[config.mk]
export PLATFORM = sky130hd
export DESIGN_NAME = alu_arbiter_flat
export DESIGN_NICKNAME = d
export VERILOG_FILES = /design/src/rtl/alu_arbiter_if.sv /design/src/rtl/alu_arbiter.sv /design/src/flat_wrapper.sv
export SDC_FILE = /design/constraint.sdc
export NUM_CORES = 1
export LEC_CHECK = 0
export CAP_MARGIN = 10
export CORE_AREA = 3 3 110 112
export DETAILED_ROUTE_END_ITERATION = 7
export DIE_AREA = 0 0 113 115
export DONT_BUFFER_PORTS = 1
export PLACE_DENSITY_LB_ADDON = 0.12
export SLEW_MARGIN = 40
export SYNTH_ARGS = -nofsm -noshare
export SYNTH_HDL_FRONTEND = slang
export SYNTH_SLANG_ARGS = --single-unit
[constraint.sdc]
create_clock -name clk -period 1.9 [get_ports clk]
set_input_delay 0.38 -clock clk [delete_from_list [all_inputs] [get_ports clk]]
set_output_delay 0.38 -clock clk [all_outputs]
set_load 0.005 [all_outputs]
[src/rtl/alu_arbiter_if.sv]
// Requester-side handshake bundle for alu_arbiter: two request ports and their
// shared response bus. Master is the requester side, slave is the arbiter.
interface alu_arbiter_if #(
    parameter int DATA_W = 32,
    parameter int OPW    = 5
);
    logic [1:0]             req_valid;
    logic [1:0]             req_ready;
    logic [1:0][DATA_W-1:0] req_a;
    logic [1:0][DATA_W-1:0] req_b;
    logic [1:0][OPW-1:0]    req_op;
    logic [1:0]             resp_valid;
    logic [1:0]             resp_ready;
    logic [DATA_W-1:0]      resp_result;
    logic                   resp_flag;

    modport master (
        output req_valid, req_a, req_b, req_op, resp_ready,
        input  req_ready, resp_valid, resp_result, resp_flag
    );

    modport slave (
        input  req_valid, req_a, req_b, req_op, resp_ready,
        output req_ready, resp_valid, resp_result, resp_flag
    );
endinterface

[src/rtl/alu_arbiter.sv]
// Round-robin sharing of one combinational ALU between two valid/ready requesters;
// the winner's Result/Flag are registered and held until that requester accepts them.
module alu_arbiter #(
    parameter int DATA_W = 32,
    parameter int OPW    = 5
) (
    input  logic              clk,
    input  logic              rst_n,
    alu_arbiter_if.slave      bus,
    output logic [DATA_W-1:0] alu_a,
    output logic [DATA_W-1:0] alu_b,
    output logic [OPW-1:0]    alu_op,
    input  logic [DATA_W-1:0] alu_result,
    input  logic              alu_flag
);
    typedef enum logic {IDLE, RESP} state_t;

    state_t            state;
    logic              owner;
    logic              last_grant;
    logic [1:0]        resp_valid_q;
    logic [DATA_W-1:0] result_q;
    logic              flag_q;

    logic any_valid;
    logic grant;
    logic sel;
    logic take;

    // Contention goes to the port that did not win last; a lone requester always wins.
    assign any_valid = |bus.req_valid;
    assign grant     = (&bus.req_valid) ? ~last_grant : bus.req_valid[1];
    assign take      = (state == IDLE) && any_valid;
    assign sel       = take ? grant : last_grant;

    assign bus.req_ready = take ? (grant ? 2'b10 : 2'b01) : 2'b00;

    assign alu_a  = bus.req_a[sel];
    assign alu_b  = bus.req_b[sel];
    assign alu_op = bus.req_op[sel];

    assign bus.resp_valid  = resp_valid_q;
    assign bus.resp_result = result_q;
    assign bus.resp_flag   = flag_q;

    always_ff @(posedge clk) begin
        if (!rst_n) begin
            state        <= IDLE;
            owner        <= 1'b0;
            last_grant   <= 1'b1;
            resp_valid_q <= 2'b00;
            result_q     <= '0;
            flag_q       <= 1'b0;
        end else begin
            case (state)
                IDLE: begin
                    if (any_valid) begin
                        result_q     <= alu_result;
                        flag_q       <= alu_flag;
                        owner        <= grant;
                        last_grant   <= grant;
                        resp_valid_q <= grant ? 2'b10 : 2'b01;
                        state        <= RESP;
                    end
                end
                RESP: begin
                    // Only the owning port's ready can release the response.
                    if (bus.resp_ready[owner]) begin
                        resp_valid_q <= 2'b00;
                        state        <= IDLE;
                    end
                end
                default: state <= IDLE;
            endcase
        end
    end
endmodule
[src/flat_wrapper.sv]
// flat-port wrapper written by rule: the top's interface ports become plain ports
module alu_arbiter_flat 
#(
    parameter int DATA_W = 32,
    parameter int OPW    = 5
)
  (clk, rst_n, alu_a, alu_b, alu_op, alu_result, alu_flag, bus_req_valid, bus_req_a, bus_req_b, bus_req_op, bus_resp_ready, bus_req_ready, bus_resp_valid, bus_resp_result, bus_resp_flag);
  alu_arbiter_if #(.DATA_W(DATA_W), .OPW(OPW)) bus_i ();
  input  logic clk;
  input  logic rst_n;
  output logic [DATA_W-1:0] alu_a;
  output logic [DATA_W-1:0] alu_b;
  output logic [OPW-1:0] alu_op;
  input  logic [DATA_W-1:0] alu_result;
  input  logic alu_flag;
  input wire logic [$bits(bus_i.req_valid)-1:0] bus_req_valid;
  input wire logic [$bits(bus_i.req_a)-1:0] bus_req_a;
  input wire logic [$bits(bus_i.req_b)-1:0] bus_req_b;
  input wire logic [$bits(bus_i.req_op)-1:0] bus_req_op;
  input wire logic [$bits(bus_i.resp_ready)-1:0] bus_resp_ready;
  output wire logic [$bits(bus_i.req_ready)-1:0] bus_req_ready;
  output wire logic [$bits(bus_i.resp_valid)-1:0] bus_resp_valid;
  output wire logic [$bits(bus_i.resp_result)-1:0] bus_resp_result;
  output wire logic [$bits(bus_i.resp_flag)-1:0] bus_resp_flag;
  assign bus_i.req_valid = bus_req_valid;
  assign bus_i.req_a = bus_req_a;
  assign bus_i.req_b = bus_req_b;
  assign bus_i.req_op = bus_req_op;
  assign bus_i.resp_ready = bus_resp_ready;
  assign bus_req_ready = bus_i.req_ready;
  assign bus_resp_valid = bus_i.resp_valid;
  assign bus_resp_result = bus_i.resp_result;
  assign bus_resp_flag = bus_i.resp_flag;
  alu_arbiter #(.DATA_W(DATA_W), .OPW(OPW)) u_core (.clk(clk), .rst_n(rst_n), .bus(bus_i), .alu_a(alu_a), .alu_b(alu_b), .alu_op(alu_op), .alu_result(alu_result), .alu_flag(alu_flag));
endmodule
==> results of run 1 <==
worst reg2reg max path: cells and delay by family, from the launching register on:
family          cells  cell delay, ps
simple gates        1             130
compound gates      2             350
flops               1             350
buf+inv             2             460
layout by cell type, fill, tap and decap left out:
master      n
buf_16      3
clkbuf_16   6
a21oi_1    37
nor2b_2     1
mux2i_1     1
diode_2     3
inv_1       2
nand2_1    72
buf_4       3
buf_6       4
dfxtp_1    36
a311oi_1    2
o21ai_4     1
o21bai_2    1
or3_1       1
nand3b_1    1
inv_2       1
dfxtp_2     1
nor2b_1     1
dfxtp_4     1
mux2_4     69
clkbuf_8    1
or2b_1      1
o21ba_2     1
buf_12      3
path summary, 6_finish.rpt:
path	endpoint	slack [ps]	cells after the start
setup / recovery	alu_b[27]	-50	5
hold / removal	u_core.last_grant$_SDFFE_PN1P_	170	1
setup reg to reg	u_core.bus.resp_result[23]$_SDFFE_PN0P_	540	5
hold reg to reg	u_core.owner$_SDFFE_PN0P_	470	2
logic make-up (layout without fill, tap and decap cells):
logic type             count (synthesis)  after routing  share of synthesized area (%)
DFF                                   38             38                           30.6
buffers and inverters                 20             23                           5.48
and+or+nand+nor                       77             77                           12.3
AOI/OAI and AO/OA                     42             42                           9.65
other                                  0              3                              0
muxes                                 70             70                           42.0
final cells by class:
cell class	instances	share of cell area, %
antenna	3	0.256
multi-input combinational	189	54.4
timing repair buffer	14	8.03
clock buffer	6	4.74
sequential	38	26.1
inverter	3	0.384
tap	143	6.11
flip-flops by register name, indices dropped and copies added (netlist names):
name / flops
u_core.owner: 1
u_core.bus.resp_valid: 2
u_core.bus.resp_flag: 1
u_core.bus.resp_result: 32
u_core.last_grant: 1
u_core.state: 1
power by group:
part | total [mW] | switching, mW | internal, mW
logic | 0.815 | 0.349 | 0.466
registers | 0.909 | 0.0504 | 0.859
clock network | 0.807 | 0.300 | 0.507
total | 2.53 | 0.699 | 1.83
repair_timing:
item	CTS	global route
hold endpoints to repair	0	0
endpoints found under the setup margin	64	69
setup buffers	3	0
cloned	1	1
resized for setup	9	4
stage by stage:
step                TNS [ps]  power (mW)
floorplan                  0        1.54
global placement           0        1.67
detailed placement         0        1.67
CTS                    -4310        2.55
global route           -6720        2.66
finish                 -2520        2.53
layer usage:
layer  vias up  wire, microns  GRT usage (%)
li1        857              -              -
met1       878           4010           18.7
met2       140           4680           20.4
met3         9           1040           3.42
met4         0            158           3.61
met5         -              0              0
==> results.py, run 1 <==
metrics = {
    "critical_path": {
        "path_max_fanout": 9,
        "crit_buf_inv": 2,
        "critical_path_class": "flip-flop to primary output",
        "r2r_start": "u_core.state$_SDFF_PN0_",
        "critPathArrivalTime_ps": 1570,
        "cp_top_family": "buffers and inverters",
        "cp.required_ps": 1520,
        "path_cells": "nand3b_1 -> o21ai_4 -> buf_12 -> clkbuf_16 -> mux2_4",
        "slowest_stage": "dfxtp_4",
        "start_kind": "flip-flop",
        "endpoint_kind": "primary output",
        "cpPeakStageDelay_ps": 350,
        "crit_start": "u_core.state$_SDFF_PN0_",
    },
    "sta": {
        "setup_viol": 69,
        "period_needed_ps": 1950,
        "post-route-period-util_pct": 103,
        "fin_hold_ws_ps": 170,
        "timing.fmax_mhz": 512,
        "worst_slew_pin_slew_ps": 688,
        "hold_viol_final": 0,
        "fin_skew_ps": 4.73,
        "maxSlewViolCount": 0,
        "setup_slack_ps": -54.4,
        "rsz0062_at_grt": "true",
        "slew_headroom_pct": 54.1,
    },
    "synthesis": {
        "async_flop_share_pct": 0,
        "synth_common_cells": "72 x nand2_1, 69 x mux2_4, 38 x dfxtp_1",
        "synth_area_per_cell_sq_um": 10.1,
        "synth_area_sq_mm": 0.00249,
        "ys_seq_area_share_pct": 30.6,
        "post-synth-top-count-cell": "nand2_1",
        "dominantRegCellSynth": "dfxtp_1",
        "syn_nets": 424,
        "synth_enable_flop_cells": 0,
        "yosysTopAreaCell": "mux2_4",
        "synth_area_leaders": "mux2_4 42%, dfxtp_1 31%, nand2_1 11%",
        "synth_cells": 247,
        "ys_warn_count": 0,
        "yosysTopAreaCellShare_pct": 41.6,
        "yosysUniqueCellTypes": 19,
        "ys_seq_elements": 38,
    },
    "global_route": {
        "grt_usage_pct": 13.4,
        "grt_pass1_vias": 1784,
        "grt_pass1_wl_mm": 12.6,
        "grt_overflow": 0,
        "grt_max_degree": 38,
        "antenna_found_initial": 0,
    },
    "routing": {
        "wl_mm": 9.90,
        "drtPass1Iterations": 4,
        "drc": 0,
        "vias": 1884,
        "dr.first_iter.drc_count": 78,
        "drt-wirelength-per-cell_microns": 25.0,
        "ant_nets": 0,
        "via_per_inst": 4.76,
    },
    "run_status": {
        "violations": "setup timing",
        "status": "complete, but fails checks",
    },
    "finish": {
        "multi_input_area_sq_mm": 0.00159,
        "design_area_sq_mm": 0.00293,
        "drive_gt1_share_pct": 38.4,
        "area_growth_pct": 17.7,
        "regArea_sq_um": 766,
        "fin_util_pct": 25.9,
        "fin_cells": 396,
        "n_fill_cell": 1213,
        "final_nets": 428,
    },
    "die": {
        "core_area_sq_mm": 0.0113,
        "rows": 39,
        "die_area_sq_mm": 0.0130,
        "dieHeight_microns": 115,
        "fp.dieW_microns": 113,
        "initial_core_util_pct": 22.0,
        "io_pins": 283,
    },
    "clock_tree": {
        "clock_latency_ps": 270,
        "cts.clk_slew.worst_paths_ps": 50,
        "numCtsBuffers": 5,
        "cts_tree": "built",
        "cts.sinks": 38,
        "ctsRootBufferMaster": "clkbuf_16",
        "ctsHoldBuffers": 0,
        "cts_buffer_depth": 2,
        "h-tree-depth": 2,
    },
    "worst_hold_path": {
        "hold_path.class": "primary input to flip-flop",
        "hp-start": "rst_n",
    },
    "placement": {
        "gp_congestion": 0.845,
        "hpwl_mm": 8.25,
        "dp.cells": 382,
        "place_ws_ps": 116,
        "placed_area_sq_mm": 0.00266,
        "port_buffers": 0,
    },
    "pwr": {
        "vdd_drop_max_mv": 0.504,
        "p_leak_nw": 1.25,
        "powerDensity_mw_per_mm2": 864,
    },
    "flow_run": {
        "cap_violations": 0,
    },
}
No activity file was read; power rests on OpenSTA's default activity.
==> run 2, diff against run 1 <==
==> constraint.sdc (replaced) <==
create_clock -name clk -period 1.98 [get_ports clk]
set_input_delay 0.396 -clock clk [delete_from_list [all_inputs] [get_ports clk]]
set_output_delay 0.396 -clock clk [all_outputs]
set_load 0.005 [all_outputs]
==> results.py, run 2 (synthesis gave the netlist of run 1 again) <==
metrics = {
    "global_route": {
        "grt_max_degree": 38,
        "grt_pass1_wl_mm": 12.3,
        "antenna_found_initial": 0,
        "grt_pass1_vias": 1768,
        "grt_overflow": 0,
        "grt_usage_pct": 13.0,
    },
    "critical_path": {
        "cp.required_ps": 1580,
        "start_kind": "flip-flop",
        "rr_endpoint": "u_core.bus.resp_result[19]$_SDFFE_PN0P_",
        "r2r_slack_ps": 620,
        "ff2ff_path_depth": 5,
        "crit_start": "u_core.state$_SDFF_PN0_",
        "path_max_fanout": 12,
        "critical_path_class": "flip-flop to primary output",
        "crit_end": "alu_a[9]",
        "critPathArrivalTime_ps": 1600,
        "endpoint_kind": "primary output",
        "r2r_start": "u_core.state$_SDFF_PN0_",
    },
    "routing": {
        "dr.first_iter.drc_count": 103,
        "drc": 0,
        "via_per_inst": 4.76,
        "wl_mm": 10.0,
        "ant_nets": 0,
        "drt-wirelength-per-cell_microns": 25.5,
        "vias": 1871,
        "drtPass1Iterations": 4,
    },
    "die": {
        "core_area_sq_mm": 0.0113,
        "die_area_sq_mm": 0.0130,
        "io_pins": 283,
        "dieHeight_microns": 115,
        "rows": 39,
        "initial_core_util_pct": 22.0,
        "fp.dieW_microns": 113,
    },
    "clock_tree": {
        "cts.sinks": 38,
        "ctsHoldBuffers": 0,
        "ctsRootBufferMaster": "clkbuf_16",
        "numCtsBuffers": 5,
        "cts_buffer_depth": 2,
        "cts_tree": "built",
        "cts.clk_slew.worst_paths_ps": 50,
        "h-tree-depth": 2,
        "clock_latency_ps": 280,
    },
    "placement": {
        "port_buffers": 0,
        "gp_congestion": 0.796,
        "placed_area_sq_mm": 0.00259,
        "hpwl_mm": 8.02,
        "dp.cells": 377,
        "place_ws_ps": 132,
    },
    "sta": {
        "setup_slack_ps": -19.7,
        "hold_viol_final": 0,
        "maxSlewViolCount": 0,
        "timing.fmax_mhz": 500,
        "fin_hold_ws_ps": 192,
        "slew_headroom_pct": 55.8,
        "period_needed_ps": 2000,
        "setup_viol": 29,
        "rsz0062_at_grt": "true",
        "setup_tns_ps": -288,
        "post-route-period-util_pct": 101,
        "fin_skew_ps": 5.83,
        "worst_slew_pin_slew_ps": 661,
    },
    "finish": {
        "layout_common_cells": "72 x nand2_1, 69 x mux2_4, 37 x a21oi_1, 36 x dfxtp_1, 8 x clkbuf_16",
        "multi_input_area_sq_mm": 0.00159,
        "area_growth_pct": 17.1,
        "design_area_sq_mm": 0.00292,
        "final_common_cell": "nand2_1",
        "drive_gt1_share_pct": 38.0,
        "largest_reg_flops": 32,
        "final_nets": 426,
        "regArea_sq_um": 766,
        "n_fill_cell": 1201,
        "fin_cells": 393,
        "antenna_cells": 0,
        "fin_util_pct": 25.8,
    },
    "pwr": {
        "powerDensity_mw_per_mm2": 840,
        "vdd_drop_max_mv": 0.400,
        "power_mw": 2.45,
        "p_leak_nw": 1.25,
    },
    "flow_run": {
        "cap_violations": 0,
    },
    "run_status": {
        "status": "complete, but fails checks",
        "violations": "setup timing",
    },
    "worst_hold_path": {
        "hold_path.class": "primary input to flip-flop",
    },
}
[run 2: cell types whose count changed in the layout (fill, tap and decap cells not counted), sizes merged]
cell,change
buf,-4
clkinv,+1
clkbuf,+3
diode,-3
[run 2: worst min path at each step]
| stage | slack, ps | cells after the start | start | to |
|---|---|---|---|---|
| final | 190 | 1 | rst_n | u_core.last_grant$_SDFFE_PN1P_ |
| after global routing | 190 | 1 | rst_n | u_core.last_grant$_SDFFE_PN1P_ |
| after CTS | 190 | 1 | rst_n | u_core.last_grant$_SDFFE_PN1P_ |
| after detailed placement | 470 | 2 | u_core.owner$_SDFFE_PN0P_ | u_core.owner$_SDFFE_PN0P_ |
| after global placement | 460 | 2 | u_core.owner$_SDFFE_PN0P_ | u_core.owner$_SDFFE_PN0P_ |
| after floorplan | 450 | 2 | u_core.owner$_SDFFE_PN0P_ | u_core.owner$_SDFFE_PN0P_ |
[run 2: layer usage]
metal | GRT usage, % | wire length (microns) | part of all wire, % | vias up
li1 | - | - | - | 851
met1 | 17.4 | 4100 | 41 | 878
met2 | 20.9 | 4810 | 48 | 137
met3 | 3.63 | 1020 | 10 | 5
met4 | 2.64 | 76 | 0.76 | 0
met5 | 0 | 0 | 0 | -
[run 2: worst max-delay path, cell delays in order, from the launching register on]
cell and delay (ps):
dfxtp_4 350, nand3b_1 190, o21ai_4 90, buf_12 180, clkbuf_16 200, mux2_4 310
[run 2: layout make-up]
class	count	share of cell area, %
Inverter	3	0.386
Tap cell	143	6.14
Timing Repair Buffer	12	7.51
Multi-Input combinational cell	189	54.6
Clock buffer	7	4.89
Clock inverter	1	0.172
Sequential cell	38	26.3
[run 2: repair_timing]
| item | CTS | global route |
|---|---|---|
| setup buffers | 1 | 2 |
| resized for setup | 7 | 2 |
| gates cloned | 1 | 4 |
| pin swaps | 1 | 0 |
| setup endpoints to repair | 69 | 69 |
[run 2: report_power, final]
part	total, mW	internal, mW	switching [mW]
sequential	0.874	0.824	0.0497
clock	0.798	0.499	0.299
combinational	0.776	0.440	0.336
total	2.45	1.76	0.685
==> run 3, diff against run 2 <==
--- a/config.mk
+++ b/config.mk
@@ -5,10 +5,11 @@
 export SDC_FILE = /design/constraint.sdc
 export NUM_CORES = 1
 export LEC_CHECK = 0
+export ABC_AREA = 1
 export CAP_MARGIN = 10
-export CORE_AREA = 3 3 110 112
+export CORE_AREA = 3 3 109 111
 export DETAILED_ROUTE_END_ITERATION = 7
-export DIE_AREA = 0 0 113 115
+export DIE_AREA = 0 0 112 114
 export DONT_BUFFER_PORTS = 1
 export PLACE_DENSITY_LB_ADDON = 0.12
 export SLEW_MARGIN = 40
==> results.py, run 3 <==
metrics = {
    "critical_path": {
        "crit_buf_inv": 1,
        "cp.required_ps": 1580,
        "ff2ff_path_depth": 7,
        "cp.depth": 6,
        "path_max_fanout": 34,
        "path_cells": "a21oi_1 -> nand2_2 -> nand2_2 -> clkbuf_16 -> nand2_1 -> nand2_1",
        "start_kind": "flip-flop",
        "critPathArrivalTime_ps": 1470,
        "crit_start": "u_core.last_grant$_SDFFE_PN1P_",
        "rr_endpoint": "u_core.bus.resp_result[12]$_SDFFE_PN0P_",
        "slowest_stage": "dfxtp_1",
        "r2r_slack_ps": 510,
        "critical_path_class": "flip-flop to primary output",
        "endpoint_kind": "primary output",
        "r2r_start": "u_core.state$_SDFF_PN0_",
        "cpPeakStageDelay_ps": 350,
        "cp_top_family": "simple AND/OR/NAND/NOR gates",
    },
    "synthesis": {
        "synth_enable_flop_cells": 0,
        "synth_cells": 402,
        "synth_area_sq_mm": 0.00233,
        "yosysTopAreaCellShare_pct": 32.7,
        "synth_area_leaders": "dfxtp_1 33%, nand2_1 24%, nand3_1 15%",
        "yosysTopAreaCell": "dfxtp_1",
        "dominantRegCellSynth": "dfxtp_1",
        "synth_common_cells": "146 x nand2_1, 71 x nand3_1, 67 x nor2_1",
        "ys_seq_area_share_pct": 32.7,
        "ys_warn_count": 0,
        "yosysUniqueCellTypes": 16,
        "syn_nets": 579,
        "async_flop_share_pct": 0,
        "post-synth-top-count-cell": "nand2_1",
        "synth_area_per_cell_sq_um": 5.79,
        "ys_seq_elements": 38,
    },
    "sta": {
        "setup_slack_ps": 117,
        "setup_tns_ps": 0,
        "worst_slew_pin_slew_ps": 351,
        "maxSlewViolCount": 0,
        "post-route-period-util_pct": 94.1,
        "fin_skew_ps": 2.70,
        "hold_viol_final": 0,
        "period_needed_ps": 1860,
        "slew_headroom_pct": 76.6,
        "fin_hold_ws_ps": 204,
        "rsz0062_at_grt": "false",
        "timing.fmax_mhz": 537,
        "setup_viol": 0,
    },
    "pwr": {
        "p_sw_share_pct": 37.8,
        "pwr-share-clk_pct": 24.4,
        "p_int_mw": 1.30,
        "pwr-share-comb_pct": 32.5,
        "seqPwrFrac_pct": 43.1,
        "power_switching_uw": 790,
        "vdd_drop_max_mv": 0.372,
        "p_leak_nw": 1.27,
        "powerDensity_mw_per_mm2": 820,
    },
    "die": {
        "rows": 38,
        "fp.dieW_microns": 112,
        "dieHeight_microns": 114,
        "core_area_sq_mm": 0.0109,
        "initial_core_util_pct": 21.4,
        "die_area_sq_mm": 0.0128,
        "io_pins": 283,
    },
    "clock_tree": {
        "ctsHoldBuffers": 0,
        "h-tree-depth": 2,
        "ctsRootBufferMaster": "clkbuf_8",
        "postCtsSetupRepairBufs": 0,
        "cts_buffer_depth": 2,
        "clock_latency_ps": 280,
        "cts.clk_slew.worst_paths_ps": 70,
        "numCtsBuffers": 5,
        "cts-resized-gates": 0,
        "cts_tree": "built",
        "cts.sinks": 38,
    },
    "routing": {
        "ant_nets": 0,
        "drtPass1Iterations": 5,
        "via_per_inst": 4.89,
        "wl_mm": 9.82,
        "drt-wirelength-per-cell_microns": 18.6,
        "vias": 2576,
        "drc": 0,
        "dr.first_iter.drc_count": 239,
    },
    "global_route": {
        "grt_pass1_vias": 2277,
        "grt_pass1_wl_mm": 12.9,
        "grt_max_degree": 70,
        "grtUsageMet3_pct": 3.13,
        "antenna_found_initial": 0,
        "grt_usage_pct": 13.0,
        "gr-usage-met2_pct": 22.7,
        "top_usage_layer": "met2",
        "gr-usage-met1_pct": 16.3,
        "grt_overflow": 0,
    },
    "run_status": {
        "status": "finished, final reports clean",
    },
    "placement": {
        "dp.cells": 519,
        "gp_congestion": 0.742,
        "port_buffers": 0,
        "place_ws_ps": 318,
        "hpwl_mm": 7.54,
    },
    "finish": {
        "multi_input_area_sq_mm": 0.00139,
        "fin_cells": 527,
        "final_nets": 564,
        "regArea_sq_um": 761,
        "layout_common_cells": "145 x nand2_1, 71 x nand3_1, 67 x nor2_1, 38 x dfxtp_1, 33 x o21ai_0",
        "drive_gt1_share_pct": 4.91,
        "area_growth_pct": 9.46,
        "largest_reg_flops": 32,
        "antenna_cells": 0,
        "n_fill_cell": 1262,
        "final_common_cell": "nand2_1",
    },
    "worst_hold_path": {
        "min_to": "u_core.last_grant$_SDFFE_PN1P_",
        "hold_path.class": "primary input to flip-flop",
        "hp-start": "rst_n",
        "hold_depth": 1,
    },
    "flow_run": {
        "cap_violations": 0,
    },
}
==> run 3: cell types whose count changed after synthesis, moves of 6 or more <==
cell | before | now
clkbuf_1 | 3 | 9
nor2_1 | 0 | 67
nand2_1 | 72 | 146
o21ai_0 | 0 | 33
buf_2 | 7 | 15
mux2_4 | 69 | 0
nand3_1 | 0 | 71
a21oi_1 | 37 | 5
==> run 3: logic make-up (layout without fill, tap and decap cells) <==
group | count (synthesis) | after routing | synth area share (%)
and+or+nand+nor | 286 | 286 | 50.4
AOI/OAI and AO/OA | 40 | 40 | 9.19
DFF | 38 | 38 | 32.7
buffers and inverters | 38 | 23 | 7.74
==> run 3: power groups by stage <==
stage          registers (mW)  logic [mW]  clock network (mW)
3_5_place_dp            0.923       0.650                   0
6_report                0.901       0.678               0.509
4_1_cts                 0.905       0.651               0.531
5_1_grt                 0.910       0.773               0.563
2_1_floorplan           0.901       0.533                   0
3_3_place_gp            0.921       0.645                   0
==> run 3: worst max-delay path by stage <==
stage	endpoint	slack (ps)
floorplan	alu_a[17]	400
global placement	alu_a[7]	310
detailed placement	alu_a[9]	320
CTS	alu_a[9]	10
global route	alu_a[9]	6
finish	alu_a[4]	120
==> run 3: stage by stage <==
stage | power, mW | area [sq um] | utilization, %
2_1_floorplan | 1.43 | 2330 | -
3_3_place_gp | 1.57 | 2420 | 22.3
3_5_place_dp | 1.57 | 2420 | 22.3
4_1_cts | 2.09 | 2500 | 23.0
5_1_grt | 2.24 | 2550 | 23.4
6_report | 2.09 | 2550 | 23.4
==> run 3: layer usage <==
metal / part of all wire (%) / vias to the layer above / wire length [microns]
li1: - / 1254 / -
met1: 38 / 1164 / 3750
met2: 52 / 156 / 5130
met3: 9.1 / 2 / 897
met4: 0.42 / 0 / 41
met5: 0 / - / 0
==> run 3: final cells by class <==
| type | instances | area share, % |
|---|---|---|
| clock buffers | 6 | 2.85 |
| clock inverters | 1 | 0.295 |
| inverters | 7 | 1.03 |
| multi-input cells | 326 | 54.5 |
| flip-flops and latches | 38 | 29.9 |
| well taps | 140 | 6.88 |
| repair buffers | 9 | 4.57 |
